<file path="src/rtl/status_reg.sv">
// status_reg: 6502 processor status register (P).
// Holds the N, V, D, I, Z, C flags plus a separately timed IRQ mask.
// Bits 5 and 4 of P are constants (1 and 0) and have no storage; bit 4
// only exists in the pushed image, where it reflects push_brk.
// alu_carry and alu_BCD come straight from flops so the combinational
// ALU that consumes them cannot form a loop back through this block.
module status_reg #(
  parameter logic [7:0] RESET_P = 8'h24
) (
  input  logic       clk,
  input  logic       reset,
  input  logic [7:0] alu_flags,
  input  logic [3:0] alu_flags_we,
  input  logic [2:0] flag_op,
  input  logic       p_load,
  input  logic [7:0] p_din,
  input  logic       bit_load,
  input  logic [7:0] bit_operand,
  input  logic       int_entry,
  input  logic       push_brk,
  input  logic       sync,
  output logic [7:0] p_out,
  output logic [7:0] p_push,
  output logic       alu_carry,
  output logic       alu_BCD,
  output logic       irq_mask
);

  // Explicit flag instruction encodings on flag_op.
  localparam logic [2:0] OP_NONE = 3'b000;
  localparam logic [2:0] OP_CLC  = 3'b001;
  localparam logic [2:0] OP_SEC  = 3'b010;
  localparam logic [2:0] OP_CLI  = 3'b011;
  localparam logic [2:0] OP_SEI  = 3'b100;
  localparam logic [2:0] OP_CLD  = 3'b101;
  localparam logic [2:0] OP_SED  = 3'b110;
  localparam logic [2:0] OP_CLV  = 3'b111;

  // Bit positions of each flag within the P byte.
  localparam int BIT_N = 7;
  localparam int BIT_V = 6;
  localparam int BIT_D = 3;
  localparam int BIT_I = 2;
  localparam int BIT_Z = 1;
  localparam int BIT_C = 0;

  // Flag storage.
  logic n_q, n_d;
  logic v_q, v_d;
  logic d_q, d_d;
  logic i_q, i_d;
  logic z_q, z_d;
  logic c_q, c_d;
  logic irq_mask_q, irq_mask_d;

  // Decoded flag instruction strobes.
  logic op_clc, op_sec, op_cli, op_sei, op_cld, op_sed, op_clv;

  // Inputs bits that carry no flag information.
  logic unused_bits;
  assign unused_bits = ^{alu_flags[5:2], p_din[5:4], bit_operand[5:0]};

  // Decode flag_op into one-hot instruction strobes.
  always_comb begin
    op_clc = 1'b0;
    op_sec = 1'b0;
    op_cli = 1'b0;
    op_sei = 1'b0;
    op_cld = 1'b0;
    op_sed = 1'b0;
    op_clv = 1'b0;
    case (flag_op)
      OP_NONE: ;
      OP_CLC:  op_clc = 1'b1;
      OP_SEC:  op_sec = 1'b1;
      OP_CLI:  op_cli = 1'b1;
      OP_SEI:  op_sei = 1'b1;
      OP_CLD:  op_cld = 1'b1;
      OP_SED:  op_sed = 1'b1;
      OP_CLV:  op_clv = 1'b1;
      default: ;
    endcase
  end

  // Carry: pulled byte beats CLC/SEC, which beat the ALU.
  always_comb begin
    c_d = c_q;
    if (p_load) begin
      c_d = p_din[BIT_C];
    end else if (op_clc) begin
      c_d = 1'b0;
    end else if (op_sec) begin
      c_d = 1'b1;
    end else if (alu_flags_we[0]) begin
      c_d = alu_flags[BIT_C];
    end
  end

  // Zero: pulled byte beats the ALU.
  always_comb begin
    z_d = z_q;
    if (p_load) begin
      z_d = p_din[BIT_Z];
    end else if (alu_flags_we[1]) begin
      z_d = alu_flags[BIT_Z];
    end
  end

  // Overflow: pulled byte, then BIT operand, then CLV, then the ALU.
  always_comb begin
    v_d = v_q;
    if (p_load) begin
      v_d = p_din[BIT_V];
    end else if (bit_load) begin
      v_d = bit_operand[6];
    end else if (op_clv) begin
      v_d = 1'b0;
    end else if (alu_flags_we[2]) begin
      v_d = alu_flags[BIT_V];
    end
  end

  // Negative: pulled byte, then BIT operand, then the ALU.
  always_comb begin
    n_d = n_q;
    if (p_load) begin
      n_d = p_din[BIT_N];
    end else if (bit_load) begin
      n_d = bit_operand[7];
    end else if (alu_flags_we[3]) begin
      n_d = alu_flags[BIT_N];
    end
  end

  // Interrupt disable: interrupt entry always wins so a handler can never
  // start with I clear, even if a pull happens in the same cycle.
  always_comb begin
    i_d = i_q;
    if (int_entry) begin
      i_d = 1'b1;
    end else if (p_load) begin
      i_d = p_din[BIT_I];
    end else if (op_cli) begin
      i_d = 1'b0;
    end else if (op_sei) begin
      i_d = 1'b1;
    end
  end

  // Decimal mode: pulled byte beats CLD/SED.
  always_comb begin
    d_d = d_q;
    if (p_load) begin
      d_d = p_din[BIT_D];
    end else if (op_cld) begin
      d_d = 1'b0;
    end else if (op_sed) begin
      d_d = 1'b1;
    end
  end

  // IRQ mask samples the registered I only at instruction boundaries, so a
  // change to I takes effect one instruction late; interrupt entry masks
  // immediately.
  always_comb begin
    irq_mask_d = irq_mask_q;
    if (int_entry) begin
      irq_mask_d = 1'b1;
    end else if (sync) begin
      irq_mask_d = i_q;
    end
  end

  // Flag and mask registers; reset discards every strobe in the same cycle.
  always_ff @(posedge clk) begin
    if (reset) begin
      n_q        <= RESET_P[BIT_N];
      v_q        <= RESET_P[BIT_V];
      d_q        <= RESET_P[BIT_D];
      i_q        <= RESET_P[BIT_I];
      z_q        <= RESET_P[BIT_Z];
      c_q        <= RESET_P[BIT_C];
      irq_mask_q <= 1'b1;
    end else begin
      n_q        <= n_d;
      v_q        <= v_d;
      d_q        <= d_d;
      i_q        <= i_d;
      z_q        <= z_d;
      c_q        <= c_d;
      irq_mask_q <= irq_mask_d;
    end
  end

  // Assemble the visible P byte and the pushed image.
  always_comb begin
    p_out  = {n_q, v_q, 1'b1, 1'b0, d_q, i_q, z_q, c_q};
    p_push = {n_q, v_q, 1'b1, push_brk, d_q, i_q, z_q, c_q};
  end

  assign alu_carry = c_q;
  assign alu_BCD   = d_q;
  assign irq_mask  = irq_mask_q;

endmodule
</file>
<file path="config.mk">
export PLATFORM = sky130hd
export DESIGN_NAME = status_reg
export DESIGN_NICKNAME = d
export VERILOG_FILES = /design/src/rtl/status_reg.sv
export SDC_FILE = /design/constraint.sdc
export NUM_CORES = 1
export LEC_CHECK = 0
export BUFFER_PORTS_ARGS = -buffer_cell sky130_fd_sc_hd__buf_2
export CAP_MARGIN = 30
export CELL_PAD_IN_SITES_DETAIL_PLACEMENT = 1
export CELL_PAD_IN_SITES_GLOBAL_PLACEMENT = 1
export CORE_ASPECT_RATIO = 0.75
export CORE_MARGIN = 8
export CORE_UTILIZATION = 22
export CTS_CLUSTER_DIAMETER = 40
export DETAILED_ROUTE_END_ITERATION = 10
export PLACE_DENSITY_LB_ADDON = 0.1
export SYNTH_ARGS = -nofsm -noshare
export SYNTH_HDL_FRONTEND = slang
export SYNTH_SLANG_ARGS = --single-unit
</file>
<file path="constraint.sdc">
create_clock -name clk -period 1.4 [get_ports clk]
set_input_delay 0.28 -clock clk [delete_from_list [all_inputs] [get_ports clk]]
set_output_delay 0.28 -clock clk [all_outputs]
set_load 0.005 [all_outputs]
</file>
==> flow_summary.ini <==
[sta]
fin_crit_sh_pct = 75.2
finalSetupTns_ps = 0
period_minus_slack_ps = 1050
maxSlewViolCount = 0
setup_viol = 0
finClkSkew_ps = 0.0234
rsz0062_at_grt = false
final-hold-violation-count = 0
fmax_ghz = 0.950
fin_hold_ws_ps = 233

[synth]
syn_avg_cell_area_um2 = 8.16
yosys.area_share.simple_pct = 11.6
netlist_instances = 61
synthTopCellsByArea = dfxtp_1 28%, buf_4 24%, mux2_2 6.8%, a21oi_1 5.0%, nand2_1 4.5%
synth_xor_area_share_pct = 0
synthTopCellsByCount = 16 x buf_4, 7 x dfxtp_1, 6 x nand2_1, 5 x a21oi_1
ys_types = 20
synth_area_um2 = 498
synth_top_cell_by_area = dfxtp_1
yosys_warnings = 0
synthArstFlopShare_pct = 0
seq_area_frac_synth_pct = 28.1
synth_edf_count = 0
synth_top_area_share_pct = 28.1
synth-compound-area-share_pct = 20.9
ys_ff_latch = 7
synthMuxAreaShare_pct = 10.8
synth-adder-area-share_pct = 0
synth_ff_type = dfxtp_1
synth_top_family_by_area = buffers and inverters
yosysMostFrequentCell = buf_4

[route]
ant_nets = 0
wirelength_um = 1410
firstDrtPassIters = 2
via_per_inst = 4.24
wl_per_cell_um = 12.5
first_iter_violations = 24
vias = 479
route.detailed.drc = 0

[clock_tree]
cts_sinks = 7
cts_tree = done
cts.clk_slew.worst_paths_ps = 50
cts_setup_buffers = 0
cts_resized = 0
worst_skew_pair.late_latency_ps = 250
hold_buffers = 0
cts_made_buffers = 3
ctsRootBufferMaster = clkbuf_4
htreeDepth = 1
cts_buffer_depth = 2

[power]
leakagePower_nw = 0.332
p_total_w = 0.000526
ir_drop_uv = 248
cellPowerDensity_mw_per_mm2 = 834

[worst_setup_path]
crit_fanout = 5
r2r-end = v_q
critPathKind = reg -> out
cp-startpoint = alu_BCD
crit_end = p_out[3]
cp_cell_sequence = buf_2
r2r_slack_ps = 350
critPathTopFamily = flip-flops
slowest_stage = dfxtp_1
crit_arrival_ps = 770
reg2reg_from = v_q
worstSetupEndpointType = output port
slowest_delay_ps = 380
crit_required_ps = 1120
worst-path-buf-inv = 1
cp.depth = 1
ff2ff_path_depth = 3
cp-start-kind = flip-flop

[global_routing]
track_usage_pct = 6.80
gr-max-usage-layer = met2
first_global_vias = 499
met2_usage_pct = 10.3
grt_max_degree = 10
grt_use_met3_pct = 3.85
met1_usage_pct = 7.76
grt_pass1_wl_um = 2260
antenna_found_initial = 0
grt_overflow = 0

[floorplanning]
ios = 57
die_h_um = 57.2
initial_core_util_pct = 22.5
die_x_um = 70.9
fp-row-count = 15
die_area_mm2 = 0.00406
core-area_mm2 = 0.00221

[layout]
areaGrowthSynthToFinish_pct = 26.6
antenna_cells = 0
fin_nets = 127
stdcell_area_um2 = 631
final_layout_size_suffix_gt1_share_pct = 52.3

[min_path]
hold_class = in -> reg

[placement]
place_area_um2 = 604
portBuffers = 39
place_congestion = 0.696

[run]
maxCapViolCount = 0

[run_status]
outcome = complete, no violations
[metrics by stage]
step	setup WS (ps)	cells	utilization, %
5_1_grt	283	113	28.5
4_1_cts	326	113	28.5
2_1_floorplan	426	62	-
3_3_place_gp	282	109	27.3
6_report	347	113	28.5
3_5_place_dp	266	109	27.3
[routing by layer]
layer | vias to the layer above | wire [um]
li1 | 245 | -
met1 | 205 | 638
met2 | 27 | 606
met3 | 2 | 144
met4 | 0 | 21
met5 | - | 0
[area by class of cell]
cell class | instances | area, um^2
clock buffers | 4 | 26.3
fillers | 283 | 1580
inverters | 3 | 11.3
multi-input cells | 35 | 226
flip-flops and latches | 7 | 140
well taps | 25 | 31.3
repair buffers | 39 | 195
[placed cells by master (no fill, tap or decap)]
master    netlist  final
nor2_1          3      3
clkbuf_4        0      3
a21oi_1         5      5
a221oi_1        1      1
nand2b_1        2      2
o21ai_0         1      1
conb_1          2      3
nor2b_1         1      1
nand3_1         1      1
buf_2           0     39
o211ai_1        1      1
mux2i_1         2      2
a311o_1         1      1
o221ai_1        2      2
inv_1           3      3
clkbuf_1        1      1
a21boi_0        2      2
a221oi_2        1      1
mux2_2          3      3
dfxtp_1         7      7
nand2_1         6      6
[registers in the layout (all words and copies together) (netlist names)]
| name | cells |
|---|---|
| n_q | 1 |
| alu_carry | 1 |
| z_q | 1 |
| v_q | 1 |
| irq_mask | 1 |
| i_q | 1 |
| alu_BCD | 1 |
[power breakdown]
group	internal (W)	switching, W	leakage [nW]
logic	0.0000676	0.0000561	0.259
clock network	0.000109	0.0000722	0.0150
registers	0.000212	0.00000934	0.0579
total	0.000388	0.000138	0.332
[worst min-delay path, cell delays in order]
cell and delay [ps]:
buf_2 70, nor2_1 50, nand2_1 50
[cell families (layout without fill, tap and decap cells)]
family	Yosys count	after routing
AND/OR/NAND/NOR	13	13
other	2	3
flip-flops	7	7
AO/OA/AOI/OAI	14	14
buffers and inverters	20	46
multiplexers	5	5
[worst min-delay path by stage]
stage	start	endpoint	slack, ps	cells past startpoint
floorplan	reset	v_q	350	1
detailed placement	irq_mask	irq_mask	460	2
CTS	int_entry	irq_mask	230	3
global placement	irq_mask	irq_mask	450	2
finish	int_entry	irq_mask	230	3
global route	int_entry	irq_mask	240	3
Power figures use the tool's default switching activity.
